## config.mk

```make
export PLATFORM = sky130hd
export DESIGN_NAME = nbit_cmp_tracker
export DESIGN_NICKNAME = d
export VERILOG_FILES = /design/src/rtl/nbit_cmp_tracker.sv
export SDC_FILE = /design/constraint.sdc
export NUM_CORES = 1
export LEC_CHECK = 0
export CORE_AREA = 5 5 74 127
export DETAILED_ROUTE_END_ITERATION = 8
export DIE_AREA = 0 0 79 132
export GPL_TIMING_DRIVEN = 0
export PLACE_DENSITY_LB_ADDON = 0.12
export SLEW_MARGIN = 10
export SYNTH_ARGS = -nofsm -noshare
export SYNTH_HDL_FRONTEND = slang
export SYNTH_SLANG_ARGS = --single-unit
```

## constraint.sdc

```tcl
create_clock -name clk -period 3.1 [get_ports clk]
set_input_delay 0.62 -clock clk [delete_from_list [all_inputs] [get_ports clk]]
set_output_delay 0.62 -clock clk [all_outputs]
set_load 0.01 [all_outputs]
```

## src/rtl/nbit_cmp_tracker.sv

```systemverilog
`default_nettype none
// ============================================================================
// Module   : nbit_cmp_tracker
// Brief    : Registered, valid/ready handshaked N-bit magnitude comparator.
//            Keeps a running max/min of accepted 'a' and saturating counts
//            of each compare outcome.
// Config   : NBIT_CMP_SIGNED_EN - when defined, signed_mode selects a
//            two's-complement compare. When undefined, all ordering is
//            unsigned and signed_mode is ignored.
// Revision : 1.0 - initial release
// ============================================================================
module nbit_cmp_tracker #(
  parameter int N     = 8,
  parameter int CNT_W = 16
) (
  input  logic             clk,
  input  logic             rst,
  input  logic             in_valid,
  output logic             in_ready,
  input  logic [N-1:0]     a,
  input  logic [N-1:0]     b,
  input  logic             signed_mode,
  input  logic             clear,
  output logic             out_valid,
  input  logic             out_ready,
  output logic             a_greater,
  output logic             a_equal,
  output logic             a_lesser,
  output logic [N-1:0]     run_max,
  output logic [N-1:0]     run_min,
  output logic             stats_valid,
  output logic [CNT_W-1:0] gt_cnt,
  output logic [CNT_W-1:0] eq_cnt,
  output logic [CNT_W-1:0] lt_cnt
);

  localparam logic [CNT_W-1:0] CNT_MAX = {CNT_W{1'b1}};

  // Map a value onto a key whose unsigned order matches the requested
  // compare order. Flipping the sign bit turns two's-complement order into
  // unsigned order, so one unsigned comparator serves both modes.
  function automatic logic [N-1:0] order_key(input logic [N-1:0] v);
`ifdef NBIT_CMP_SIGNED_EN
    return {v[N-1] ^ signed_mode, v[N-2:0]};
`else
    return v;
`endif
  endfunction

`ifndef NBIT_CMP_SIGNED_EN
  // The mode port stays on the boundary but has no function in this build.
  logic unused_signed_mode;
  assign unused_signed_mode = signed_mode;
`endif

  function automatic logic [CNT_W-1:0] sat_inc(input logic [CNT_W-1:0] c);
    return (c == CNT_MAX) ? c : c + 1'b1;
  endfunction

  logic             accept;
  logic [N-1:0]     a_key;
  logic [N-1:0]     b_key;
  logic             cmp_gt;
  logic             cmp_lt;
  logic             cmp_eq;

  // Statistics as seen after an optional clear in this cycle; an accepted
  // sample is then applied on top, so clear+accept yields a fresh first sample.
  logic             base_valid;
  logic [N-1:0]     base_max;
  logic [N-1:0]     base_min;
  logic [CNT_W-1:0] base_gt;
  logic [CNT_W-1:0] base_eq;
  logic [CNT_W-1:0] base_lt;
  logic             a_above_max;
  logic             a_below_min;

  // Ready depends only on the output stage, never on in_valid.
  assign in_ready = !out_valid || out_ready;
  assign accept   = in_valid && in_ready;

  assign a_key  = order_key(a);
  assign b_key  = order_key(b);
  assign cmp_gt = a_key > b_key;
  assign cmp_lt = a_key < b_key;
  assign cmp_eq = !cmp_gt && !cmp_lt;

  assign base_valid = stats_valid && !clear;
  assign base_max   = clear ? '0 : run_max;
  assign base_min   = clear ? '0 : run_min;
  assign base_gt    = clear ? '0 : gt_cnt;
  assign base_eq    = clear ? '0 : eq_cnt;
  assign base_lt    = clear ? '0 : lt_cnt;

  // History keeps its stored bits; only the incoming compare mode applies.
  assign a_above_max = a_key > order_key(base_max);
  assign a_below_min = a_key < order_key(base_min);

  // Output stage: load on accept, drop valid on consume, hold otherwise.
  always_ff @(posedge clk) begin
    if (rst) begin
      out_valid <= 1'b0;
      a_greater <= 1'b0;
      a_equal   <= 1'b0;
      a_lesser  <= 1'b0;
    end else if (accept) begin
      out_valid <= 1'b1;
      a_greater <= cmp_gt;
      a_equal   <= cmp_eq;
      a_lesser  <= cmp_lt;
    end else if (out_ready) begin
      out_valid <= 1'b0;
    end
  end

  // Running statistics: clear first, then fold in the accepted sample.
  always_ff @(posedge clk) begin
    if (rst) begin
      stats_valid <= 1'b0;
      run_max     <= '0;
      run_min     <= '0;
      gt_cnt      <= '0;
      eq_cnt      <= '0;
      lt_cnt      <= '0;
    end else if (accept) begin
      stats_valid <= 1'b1;
      if (!base_valid) begin
        run_max <= a;
        run_min <= a;
      end else begin
        run_max <= a_above_max ? a : base_max;
        run_min <= a_below_min ? a : base_min;
      end
      gt_cnt <= cmp_gt ? sat_inc(base_gt) : base_gt;
      eq_cnt <= cmp_eq ? sat_inc(base_eq) : base_eq;
      lt_cnt <= cmp_lt ? sat_inc(base_lt) : base_lt;
    end else begin
      stats_valid <= base_valid;
      run_max     <= base_max;
      run_min     <= base_min;
      gt_cnt      <= base_gt;
      eq_cnt      <= base_eq;
      lt_cnt      <= base_lt;
    end
  end

endmodule
`default_nettype wire

```

==> flow_metrics.py <==
metrics = {
    "status": {
        "status": "finished, final reports clean",
    },
    "floorplanning": {
        "row_count": 44,
        "ios": 92,
        "die_h_um": 132,
        "die-area_sq_mm": 0.0104,
        "initial_core_util": 0.496,
        "core_sq_mm": 0.00820,
        "die_x_um": 79,
    },
    "worst_setup_path": {
        "worstPathArrival_ps": 3260,
        "start_kind": "primary input",
        "worstSetupPathType": "primary input to register",
        "end_kind": "register",
        "cp_max_fo": 6,
        "required_ps": 3370,
    },
    "yosys": {
        "yosys-top-cells-count": "dfxtp_1 (69), nand2_1 (47), a21oi_1 (41)",
        "ys_warn_count": 0,
        "synth.distinct_cells": 63,
        "synth.avg_cell_area_sq_um": 8.40,
        "synth_area_leaders": "dfxtp_1 (34%), ha_1 (8.0%), mux2_2 (5.5%)",
        "synthArstFlopShare": 0,
        "syn_nets": 533,
        "synth_area_sq_mm": 0.00407,
        "synth-edff-count": 0,
        "synthesis.instances": 485,
        "yosysTopAreaCell": "dfxtp_1",
        "ys.flop_type": "dfxtp_1",
        "yosysMostFrequentCell": "dfxtp_1",
        "ys_ff_latch": 69,
        "seq_area_frac_synth": 0.339,
        "synth_top_cell_area_share": 0.339,
    },
    "layout": {
        "insertedDiodeCount": 0,
        "syn_to_final_growth_pct": 35.8,
        "drive_gt1_frac": 0.119,
        "fin_cells": 689,
        "nFillCells": 736,
        "finish.instance_area_sq_mm": 0.00553,
        "final_nets": 640,
    },
    "sta": {
        "setup_ws_ps": 105,
        "tightest_slew_ps": 723,
        "setup_viol_count_final": 0,
        "hold_viol_final": 0,
        "fin_skew_ps": 5.95,
        "holdWs_ps": 458,
        "max_slew_margin": 0.518,
        "period_share": 0.966,
        "layout_min_cycle_time_ps": 2990,
        "maxSlewViolCount": 0,
        "fmax_ghz": 0.334,
    },
    "cts": {
        "clk_latency_ps": 340,
        "cts_root_buffer": "clkbuf_16",
        "cts_made_buffers": 9,
        "cts_tree": "yes",
        "htree_num_levels": 3,
        "clk_pin_slew_ps": 60,
        "clock_path_buffers": 2,
        "numClockSinks": 69,
        "cts_hold_buf": 0,
    },
    "routing": {
        "num_vias": 4178,
        "drc": 0,
        "drt_wl_total_um": 12700,
        "dr.first_iter.drc_count": 332,
        "routed_via_density": 6.06,
        "drt_pass1_iterations": 4,
        "wire_per_inst_um": 18.5,
        "postRouteAntennaNets": 0,
    },
    "power": {
        "powerDensity_mw_per_mm2": 407,
        "power_leakage_nw": 2.03,
        "irDropWorstVdd_v": 0.000301,
    },
    "grt": {
        "grt_max_degree": 13,
        "grt_pass1_wl_um": 20700,
        "grt_overflow": 0,
        "first_global_vias": 4365,
        "grt_antenna_before_repair": 0,
        "grt_usage": 0.251,
    },
    "placed_design": {
        "hpwlAfterDp_um": 9670,
        "dp_slack_ps": -1500,
        "placed_area_sq_mm": 0.00509,
        "dp.cells": 667,
        "port_buffers": 90,
        "gp_congestion": 0.929,
    },
    "flow_run": {
        "maxCapViolations": 0,
    },
    "min_path": {
        "hold_path.class": "register to register",
    },
}
routing by layer:
layer	GRT usage	vias to the layer above	part of all wire
li1	-	1989	-
met2	0.452	130	0.54
met1	0.248	2013	0.36
met3	0.0397	46	0.044
met5	0	-	0
met4	0.194	0	0.054
per-stage QoR:
step	utilization	power, mW	TNS, ps
3_5_place_dp	0.620	1.21	-55480
4_1_cts	0.672	2.27	0
5_1_grt	0.674	2.33	-12.6
2_1_floorplan	-	1.09	0
6_report	0.674	2.25	0
3_3_place_gp	0.620	1.21	-53670
cells by family (layout without fill, tap and decap cells):
logic type | Yosys count | after routing | synth area share
and+or+nand+nor | 209 | 209 | 0.284
AOI/OAI and AO/OA | 105 | 105 | 0.169
DFF | 69 | 69 | 0.339
buffers and inverters | 44 | 156 | 0.0442
adders and majority gates | 26 | 26 | 0.0799
muxes | 25 | 25 | 0.0688
xor gates and xnor gates | 7 | 7 | 0.0151
cell type report:
type,instances,area [sq um],area share
Tap cell,92,115,0.0208
Multi-Input combinational cell,372,2550,0.461
Inverter,25,93.8,0.0170
Sequential cell,69,1380,0.250
Buffer,19,124,0.0224
Clock inverter,6,62.6,0.0113
Timing Repair Buffer,96,966,0.175
Clock buffer,10,239,0.0432
repair_timing:
item                                   4_1_cts  5_1_grt
endpoints found under the hold margin        0        0
setup buffers                                4        2
cloned                                       0        0
gates resized for setup                     21        8
pin swaps                                    4        4
setup endpoints to repair                   60       34
critical path, stage by stage:
cell and delay, ps:
clkdlybuf4s50_1 510, ha_1 350, nand4_1 200, or2_1 310, nor2_1 190, o211ai_1 260
buf_4 220, or4_1 460, a21oi_1 140
layout by cell type (no fill, tap or decap), types with 5 or more instances in the layout:
cell              n
or3_1            14
xnor2_1           7
buf_4             8
and3_1           12
nand2_1          47
ha_1             26
nor2b_1          20
nand3_1          14
inv_1            25
and4_1            5
clkbuf_1          8
mux2_2           20
nand4_1          19
o21ai_1           5
o21ai_0          15
dfxtp_1          69
clkbuf_16         9
clkdlybuf4s50_1  89
nor2_1           40
a21oi_1          41
where the power goes:
part           total [mW]  switching [mW]  internal [mW]  leakage [nW]
combinational       0.300           0.164          0.136          1.33
clock                1.04           0.396          0.641         0.140
sequential          0.915          0.0107          0.905         0.559
path summary, 6_finish.rpt:
path	start	endpoint	slack (ps)	depth (start not counted)
setup reg to reg	gt_cnt[1]$_SDFF_PP0_	gt_cnt[15]$_SDFF_PP0_	670	8
hold reg to reg	a_equal$_SDFFE_PP0P_	a_equal$_SDFFE_PP0P_	460	2
hold / removal	a_equal$_SDFFE_PP0P_	a_equal$_SDFFE_PP0P_	460	2
setup / recovery	a[6]	eq_cnt[5]$_SDFF_PP0_	110	9
sequential cells by signal, summed over array words and instances, names as in the netlist:
register / count
a_equal: 1
stats_valid: 1
eq_cnt: 16
run_max: 8
lt_cnt: 16
a_greater: 1
gt_cnt: 16
out_valid: 1
a_lesser: 1
run_min: 8
(Power assumes the default switching activity.)
